**src/rtl/iter_shift_pkg.sv**
```systemverilog
// Shared constants for the iterative shift/rotate unit.
// Opcode encoding and FSM state encoding.
package iter_shift_pkg;

    localparam logic [1:0] OP_SLL = 2'b00;
    localparam logic [1:0] OP_SRL = 2'b01;
    localparam logic [1:0] OP_SRA = 2'b10;
    localparam logic [1:0] OP_ROR = 2'b11;

    localparam logic [0:0] ST_IDLE  = 1'b0;
    localparam logic [0:0] ST_SHIFT = 1'b1;

endpackage

```
**src/rtl/iter_shift_unit_step.sv**
```systemverilog
// shift_step_cell: combinational one-position shift/rotate.
// Ports: din/op in; dout (next value), bout (bit moved out).
module shift_step_cell
    import iter_shift_pkg::*;
#(
    parameter int WIDTH = 8
) (
    input  logic [WIDTH-1:0] din,
    input  logic [1:0]       op,
    output logic [WIDTH-1:0] dout,
    output logic             bout
);

    always_comb begin
        dout = din;
        bout = 1'b0;
        unique case (op)
            OP_SLL: begin
                dout = {din[WIDTH-2:0], 1'b0};
                bout = din[WIDTH-1];
            end
            OP_SRL: begin
                dout = {1'b0, din[WIDTH-1:1]};
                bout = din[0];
            end
            OP_SRA: begin
                dout = {din[WIDTH-1], din[WIDTH-1:1]};
                bout = din[0];
            end
            OP_ROR: begin
                dout = {din[0], din[WIDTH-1:1]};
                bout = din[0];
            end
        endcase
    end

endmodule

```
**src/rtl/iter_shift_unit.sv**
```systemverilog
// iter_shift_unit: multi-cycle SLL/SRL/SRA/ROR, one bit per clock.
// Ports: START/OPCODE/OPERAND/SHAMT in; RESULT/CARRY/ZERO/BUSY/DONE out.
module iter_shift_unit
    import iter_shift_pkg::*;
#(
    parameter  int WIDTH = 8,
    localparam int SW    = $clog2(WIDTH) + 1
) (
    input  logic             CLK,
    input  logic             RESETN,
    input  logic             START,
    input  logic [1:0]       OPCODE,
    input  logic [WIDTH-1:0] OPERAND,
    input  logic [SW-1:0]    SHAMT,
    output logic [WIDTH-1:0] RESULT,
    output logic             CARRY,
    output logic             ZERO,
    output logic             BUSY,
    output logic             DONE
);

    logic [0:0]       state;
    logic [SW-1:0]    cnt;
    logic [SW-1:0]    eff;
    logic [WIDTH-1:0] work;
    logic [WIDTH-1:0] step_val;
    logic [1:0]       op_q;
    logic             carry_q;
    logic             step_bit;

    // Rotates wrap; linear shifts saturate at WIDTH.
    always_comb begin
        if (OPCODE == OP_ROR)
            eff = SHAMT % SW'(WIDTH);
        else if (SHAMT > SW'(WIDTH))
            eff = SW'(WIDTH);
        else
            eff = SHAMT;
    end

    shift_step_cell #(
        .WIDTH (WIDTH)
    ) u_step (
        .din  (work),
        .op   (op_q),
        .dout (step_val),
        .bout (step_bit)
    );

    always_ff @(posedge CLK or negedge RESETN) begin
        if (!RESETN) begin
            state   <= ST_IDLE;
            cnt     <= '0;
            work    <= '0;
            op_q    <= OP_SLL;
            carry_q <= 1'b0;
            RESULT  <= '0;
            CARRY   <= 1'b0;
            ZERO    <= 1'b0;
            BUSY    <= 1'b0;
            DONE    <= 1'b0;
        end else begin
            DONE <= 1'b0;
            unique case (state)
                ST_IDLE: begin
                    if (START) begin
                        work    <= OPERAND;
                        cnt     <= eff;
                        op_q    <= OPCODE;
                        carry_q <= 1'b0;
                        BUSY    <= 1'b1;
                        state   <= ST_SHIFT;
                    end
                end
                ST_SHIFT: begin
                    if (cnt != '0) begin
                        work    <= step_val;
                        carry_q <= step_bit;
                        cnt     <= cnt - SW'(1);
                    end else begin
                        // Outputs only move here, so they hold
                        // the previous result for the whole op.
                        RESULT <= work;
                        CARRY  <= carry_q;
                        ZERO   <= (work == '0);
                        BUSY   <= 1'b0;
                        DONE   <= 1'b1;
                        state  <= ST_IDLE;
                    end
                end
            endcase
        end
    end

endmodule

```
**config.mk**
```make
export PLATFORM = sky130hd
export DESIGN_NAME = iter_shift_unit
export DESIGN_NICKNAME = d
export VERILOG_FILES = /design/src/rtl/iter_shift_pkg.sv /design/src/rtl/iter_shift_unit_step.sv /design/src/rtl/iter_shift_unit.sv
export SDC_FILE = /design/constraint.sdc
export NUM_CORES = 1
export LEC_CHECK = 0
export CAP_MARGIN = 20
export CORE_MARGIN = 10
export CORE_UTILIZATION = 30
export CTS_CLUSTER_SIZE = 28
export DETAILED_ROUTE_END_ITERATION = 10
export MAX_ROUTING_LAYER = met4
export PLACE_DENSITY = 0.57
export SYNTH_ARGS = -nofsm -noshare
export SYNTH_HDL_FRONTEND = slang
export SYNTH_HIERARCHICAL = 1
export SYNTH_SLANG_ARGS = --single-unit
```
**constraint.sdc**
```tcl
create_clock -name CLK -period 1.82 [get_ports CLK]
set_input_delay 0.364 -clock CLK [delete_from_list [all_inputs] [get_ports CLK]]
set_output_delay 0.364 -clock CLK [all_outputs]
set_load 0.05 [all_outputs]
```
Word level (Yosys, flattened, before mapping)

Cells that the tools add are included.
W data, S select, Z words.

Reductions and logical operators: 9
Muxes and demuxes: 21
$add $sub $neg: 1
Equality and inequality tests: 8
Order comparisons: 1
Bitwise gates (word level): 2

Operators with widths:

| cell                  | count |
|---|---|
| $pmux W8 S4           | 1 |
| $mux W4               | 4 |
| $mux W8               | 2 |
| $pmux W8 S2           | 1 |
| $logic_not A8 Y1      | 1 |
| $mux W1               | 8 |
| $pmux W1 S2           | 4 |
| $pmux W4 S2           | 1 |
| $reduce_and A2 Y1     | 4 |
| $eq A2 B2 Y1 const B  | 3 |
| $ne A2 B2 Y1 const B  | 3 |
| $gt A4 B4 Y1 const B  | 1 |
| $reduce_bool A4 Y1    | 1 |
| $sub A4 B1 Y4 const B | 1 |
| $reduce_and A3 Y1     | 1 |
| $reduce_or A3 Y1      | 1 |
| $eq A2 B1 Y1 const B  | 1 |
| $logic_not A2 Y1      | 1 |
| $ne A2 B1 Y1 const B  | 1 |
| $not A1 Y1            | 2 |

Register bits: 28

Longest topological paths before layout

Gate-level depths: netlist (run 1).

Word-level depth: 5
Gate-level depth with buffers: 6
Mapped depth without buffers: 5

Modules after synthesis

Netlist (run 1), hierarchy kept.

Modules (own cells, without submodules):

| module          | instances | area each (um^2) | cells each | seq. area each (um^2) |
|---|---|---|---|---|
| iter_shift_unit | 1         | 1391.3           | 97         | 700.7 |
| shift_step_cell | 1         | 118.9            | 12         | 0.0 |

Worst setup path after synthesis (run 1)

No wires, ideal clock.

Path kind: register to register
Start: reg cnt[0]
End: reg carry_q
Arrival: 1.467 ns
Period minus slack after synthesis: 1.588 ns
Stages on the path, launching flop included: 6
Library setup time: 0.121 ns
Slack: 0.232 ns
Buffers on the path: 0
Path through: dfrtp_1 -> inv_1 -> ha_1 -> nor3b_2 -> mux2_1 -> a22o_1

Cells in the longest elaborated chain, start to end: 3

Ends and longest elaborated chain:

| item                               | line                  | source |
|---|---|---|
| start: declaration                 | iter_shift_unit.sv:23 | `logic [SW-1:0] cnt;` |
| start signal: assignment           | iter_shift_unit.sv:79 | `cnt <= cnt - SW'(1);` |
| $reduce_bool A4 Y1                 | iter_shift_unit.sv:76 | `if (cnt != '0) begin` |
| $ne A2 B1 Y1 (no source line)      | -                     |  |
| $reduce_and A2 Y1 (no source line) | -                     |  |
| end signal: assignment             | iter_shift_unit.sv:78 | `carry_q <= step_bit;` |
| end: declaration                   | iter_shift_unit.sv:28 | `logic carry_q;` |

Every way passes these cells.
A chain may end at the register's enable or synchronous reset.

Worst setup path in the final report (run 1)

Start: reg cnt[1]
End: reg RESULT[3]

Cells in the longest elaborated chain, start to end: 3

Ends and longest elaborated chain:

| item                               | line                  | source |
|---|---|---|
| $reduce_bool A4 Y1                 | iter_shift_unit.sv:76 |  |
| $not A1 Y1 (no source line)        | -                     |  |
| $reduce_and A2 Y1 (no source line) | -                     |  |
| end signal: assignment             | iter_shift_unit.sv:83 | `RESULT <= work;` |
| end: declaration                   | iter_shift_unit.sv:15 | `output logic [WIDTH-1:0] RESULT,` |

Every way passes these cells.

==> results of run 1 <==
layer usage:
metal / global-route usage / routed length, um / part of all wire / up-vias
met2: 0.131 / 1550 / 0.47 / 27
met4: 0.0313 / 54 / 0.016 / 0
met3: 0.0222 / 112 / 0.034 / 6
met5: - / 0 / 0 / -
met1: 0.115 / 1620 / 0.48 / 475
li1: - / - / - / 462
final timing paths:
kind / startpoint / end
max: cnt[1] / RESULT[3]
min: RESETN / CARRY
max reg2reg: cnt[1] / RESULT[3]
min reg2reg: CARRY / CARRY
max in group asynchronous: RESETN / ZERO
min in group CLK: CARRY / CARRY
metrics by stage:
step | area, um^2 | total power, mW | utilization | hold slack [ns]
6_report | 1930 | 3.74 | 0.403 | 0.457
3_3_place_gp | 1870 | 3.32 | 0.391 | 0.483
4_1_cts | 1930 | 3.78 | 0.403 | 0.474
5_1_grt | 1930 | 4.00 | 0.403 | 0.512
2_1_floorplan | 1510 | 2.85 | - | 0.0684
3_5_place_dp | 1870 | 3.38 | 0.391 | 0.488
logic make-up after synthesis:
group,after synthesis,synth area share
buf+inv,8,0.0348
compound gates,13,0.0605
flops,28,0.464
fa+ha+maj,1,0.00828
xor+xnor,2,0.0116
mux,39,0.328
simple gates,18,0.0928
flip-flops by register name (all words and copies together), names as in the netlist:
register and cells:
CARRY 1, DONE 1, cnt 4, RESULT 8
BUSY 1, ZERO 1, carry_q 1, op_q 2
state 1, work 8
cells in the final DEF, fill, tap and decap left out, types with 2 or more instances in the layout:
master / synthesis / layout
xnor2_1: 2 / 2
o22ai_1: 2 / 2
clkbuf_8: 0 / 4
dfrtp_1: 28 / 28
a21oi_1: 2 / 2
nor2b_1: 2 / 2
mux2_4: 16 / 16
a21boi_0: 2 / 2
nand3_1: 2 / 2
buf_4: 0 / 18
clkdlybuf4s50_1: 0 / 16
mux2_1: 3 / 3
nor4_1: 2 / 2
mux2i_1: 3 / 3
inv_1: 4 / 4
mux2_2: 17 / 17
nor2_1: 2 / 2
critical path, cell delays in order, from the launching register on:
cell and delay, ns:
dfrtp_1 0.40, inv_1 0.11, ha_1 0.24, and4bb_4 0.40
buf_12 0.16, mux2_4 0.29
power breakdown:
group          switching [mW]  internal (mW)  leakage [nW]
sequential              0.316          0.920         0.346
clock                   0.197          0.194        0.0288
combinational           0.962           1.15         0.497
layout make-up:
type | count | area (um^2) | area share
well taps | 67 | 83.8 | 0.0435
multi-input cells | 73 | 757 | 0.393
repair buffers | 35 | 315 | 0.164
flip-flops and latches | 28 | 701 | 0.364
clock buffers | 4 | 55.1 | 0.0286
inverters | 4 | 15.0 | 0.00779
==> results by stage, run 1 <==
CTS:
- The buffer cell driving the clock tree root is clkbuf_8.
- The maximum buffer depth of the clock tree is 2.
- The TritonCTS sink count is 28.
- Clock-pin slew was measured on the worst setup and hold paths at 0.10 ns.
- In this run the post-CTS setup repair buffer count came out at 0.
- The TritonCTS clock tree is done.
- After clock tree synthesis, the flow added hold-fix buffers numbering 0.
- The clock latency reported for the late side of the worst-skew pair is 0.27 ns.
- The H-tree depth reported by CTS is 1.
- The number of clock buffers added by TritonCTS is 3.
- The count of instances resized after the clock tree is built is 0.

Synthesis:
- The most instantiated flip-flop cell in the synthesis netlist is dfrtp_1.
- The count of distinct cell types in the synthesized netlist is 34.
- Summing every instance area after synthesis gives 1510 um^2.
- The share of flip-flops with an asynchronous set or reset is 1.00.
- The register area share after synthesis is 0.464.
- The proportion of netlist area held by the largest area contributor is 0.464.
- The commonest cells after synthesis are dfrtp_1, mux2_2, mux2_4, inv_1.
- The dominant cell type by area after synthesis is dfrtp_1.
- The flop and latch count out of synthesis is 28.
- During synthesis, Yosys emitted a total of 6 warnings.
- The cell count after synthesis came out at 109.
- Counting flops with a built-in enable in the synthesized netlist gives 0.
- The number of nets in the synthesized netlist is 127.
- The average instance in the mapped netlist occupies 13.9 um^2.
- By area the synthesized netlist is led by dfrtp_1, mux2_4, mux2_2.
- dfrtp_1 is the most common cell in the netlist.

GRT:
- For this run, the total global-route usage over all layers was measured as 0.0889.
- The initial antenna violation count was 0.
- The wire length of the first global-routing pass is 5860 um.
- Global routing finished with a remaining overflow of 0.
- The maximum number of pins on one net before global-route repair is 29.
- The via count of the first global-routing pass is 1103.

Die:
- The initialized floorplan defines 25 standard-cell rows.
- The die covers 8270 um^2.
- The core region is 4790 um^2.
- The initial cell density of the core is 0.316.
- The number of ports placed on the die boundary is 29.
- Measured along the y axis, the die boundary spans 91.0 um.
- Measured along the x axis, the die boundary spans 91.0 um.

Power and ir drop:
- The power density of the placed cells is 1940 nW/um^2.
- The worst supply voltage drop on vdd is 0.826 mV.
- For this design the static power due to leakage is 0.871 nW.

Setup path:
- The endpoint class of the critical path is a flop.
- Data on the critical path is required at its endpoint by 1.99 ns.
- The startpoint class of the critical path is a flop.
- The critical path is of the flop to flop type.
- Data on the critical path arrives at its endpoint at 1.87 ns.
- The depth of the worst register-to-register path is 5.
- The worst reg-to-reg setup slack is 0.12 ns.
- The highest fanout seen on the critical path is 7.

Final layout:
- The post-layout net count is 163.
- The signed area change from the synthesized netlist to the final layout is 27.6%.
- The antenna diode instance count is 0.
- The fill cell total of the finished layout is 452.
- The number of non-filler instances in the completed layout is 211.
- The share of cells above drive strength 1 is 0.438.

Timing:
- The worst slew slack as a fraction of its limit is 0.762.
- The final setup TNS is 0 ns.
- Setup repair after global routing left no endpoint under its margin.
- Setup violations remaining at the end of the flow were counted as 0.
- Static timing analysis puts the maximum clock frequency at 0.587 GHz.
- The total count of max-transition violations in the final report is 0.
- At the pin with the least slew margin, the transition time is 0.356 ns.
- The clock arrives with 0.00163 ns of skew.
- The setup slack of the critical path after layout is 0.116 ns.
- The final count of hold timing violations is 0.
- The final cycle utilization of the critical path is 0.936.
- The time the worst path needs with I/O delays and setup is 1.70 ns.

Route:
- Summed over all layers, the routed wires come to 3340 um.
- The number of nets with antenna violations after detailed routing is 0.
- The routed layout has 970 vias.
- The number of design rule violations left after detail routing is 0.
- Dividing the detail-routed via count by the number of cells gives 4.60.
- The first detailed-routing pass ran for 4 iterations.
- The detailed router finished its first iteration with 65 violations.
- After detailed routing, the average wire length per cell comes to 15.8 um.

Place:
- Detailed placement finished with a half-perimeter wire length of 2540 um.
- The placement-stage worst setup slack is 0.119 ns.
- The placed instance count is 207.
- The final weighted congestion in routability-driven placement is 0.784.
- The number of input and output port buffers inserted is 28.

Flow run:
- Across the run, the number of max-cap violations was 0.

Status:
- The flow ran to the end, and the final reports show no timing, DRC or antenna violations.

Hold path:
- The path category of the worst min-delay check is primary input to async pin.
Note: power is estimated with default switching activity, not from simulation.
==> run 2, diff against run 1 <==
--- a/config.mk
+++ b/config.mk
@@ -5,7 +5,6 @@
 export SDC_FILE = /design/constraint.sdc
 export NUM_CORES = 1
 export LEC_CHECK = 0
-export CAP_MARGIN = 20
 export CORE_MARGIN = 10
 export CORE_UTILIZATION = 30
 export CTS_CLUSTER_SIZE = 28
==> results of run 2 <==
Same layout as run 1: the final DEF is identical, and so are final timing and power.
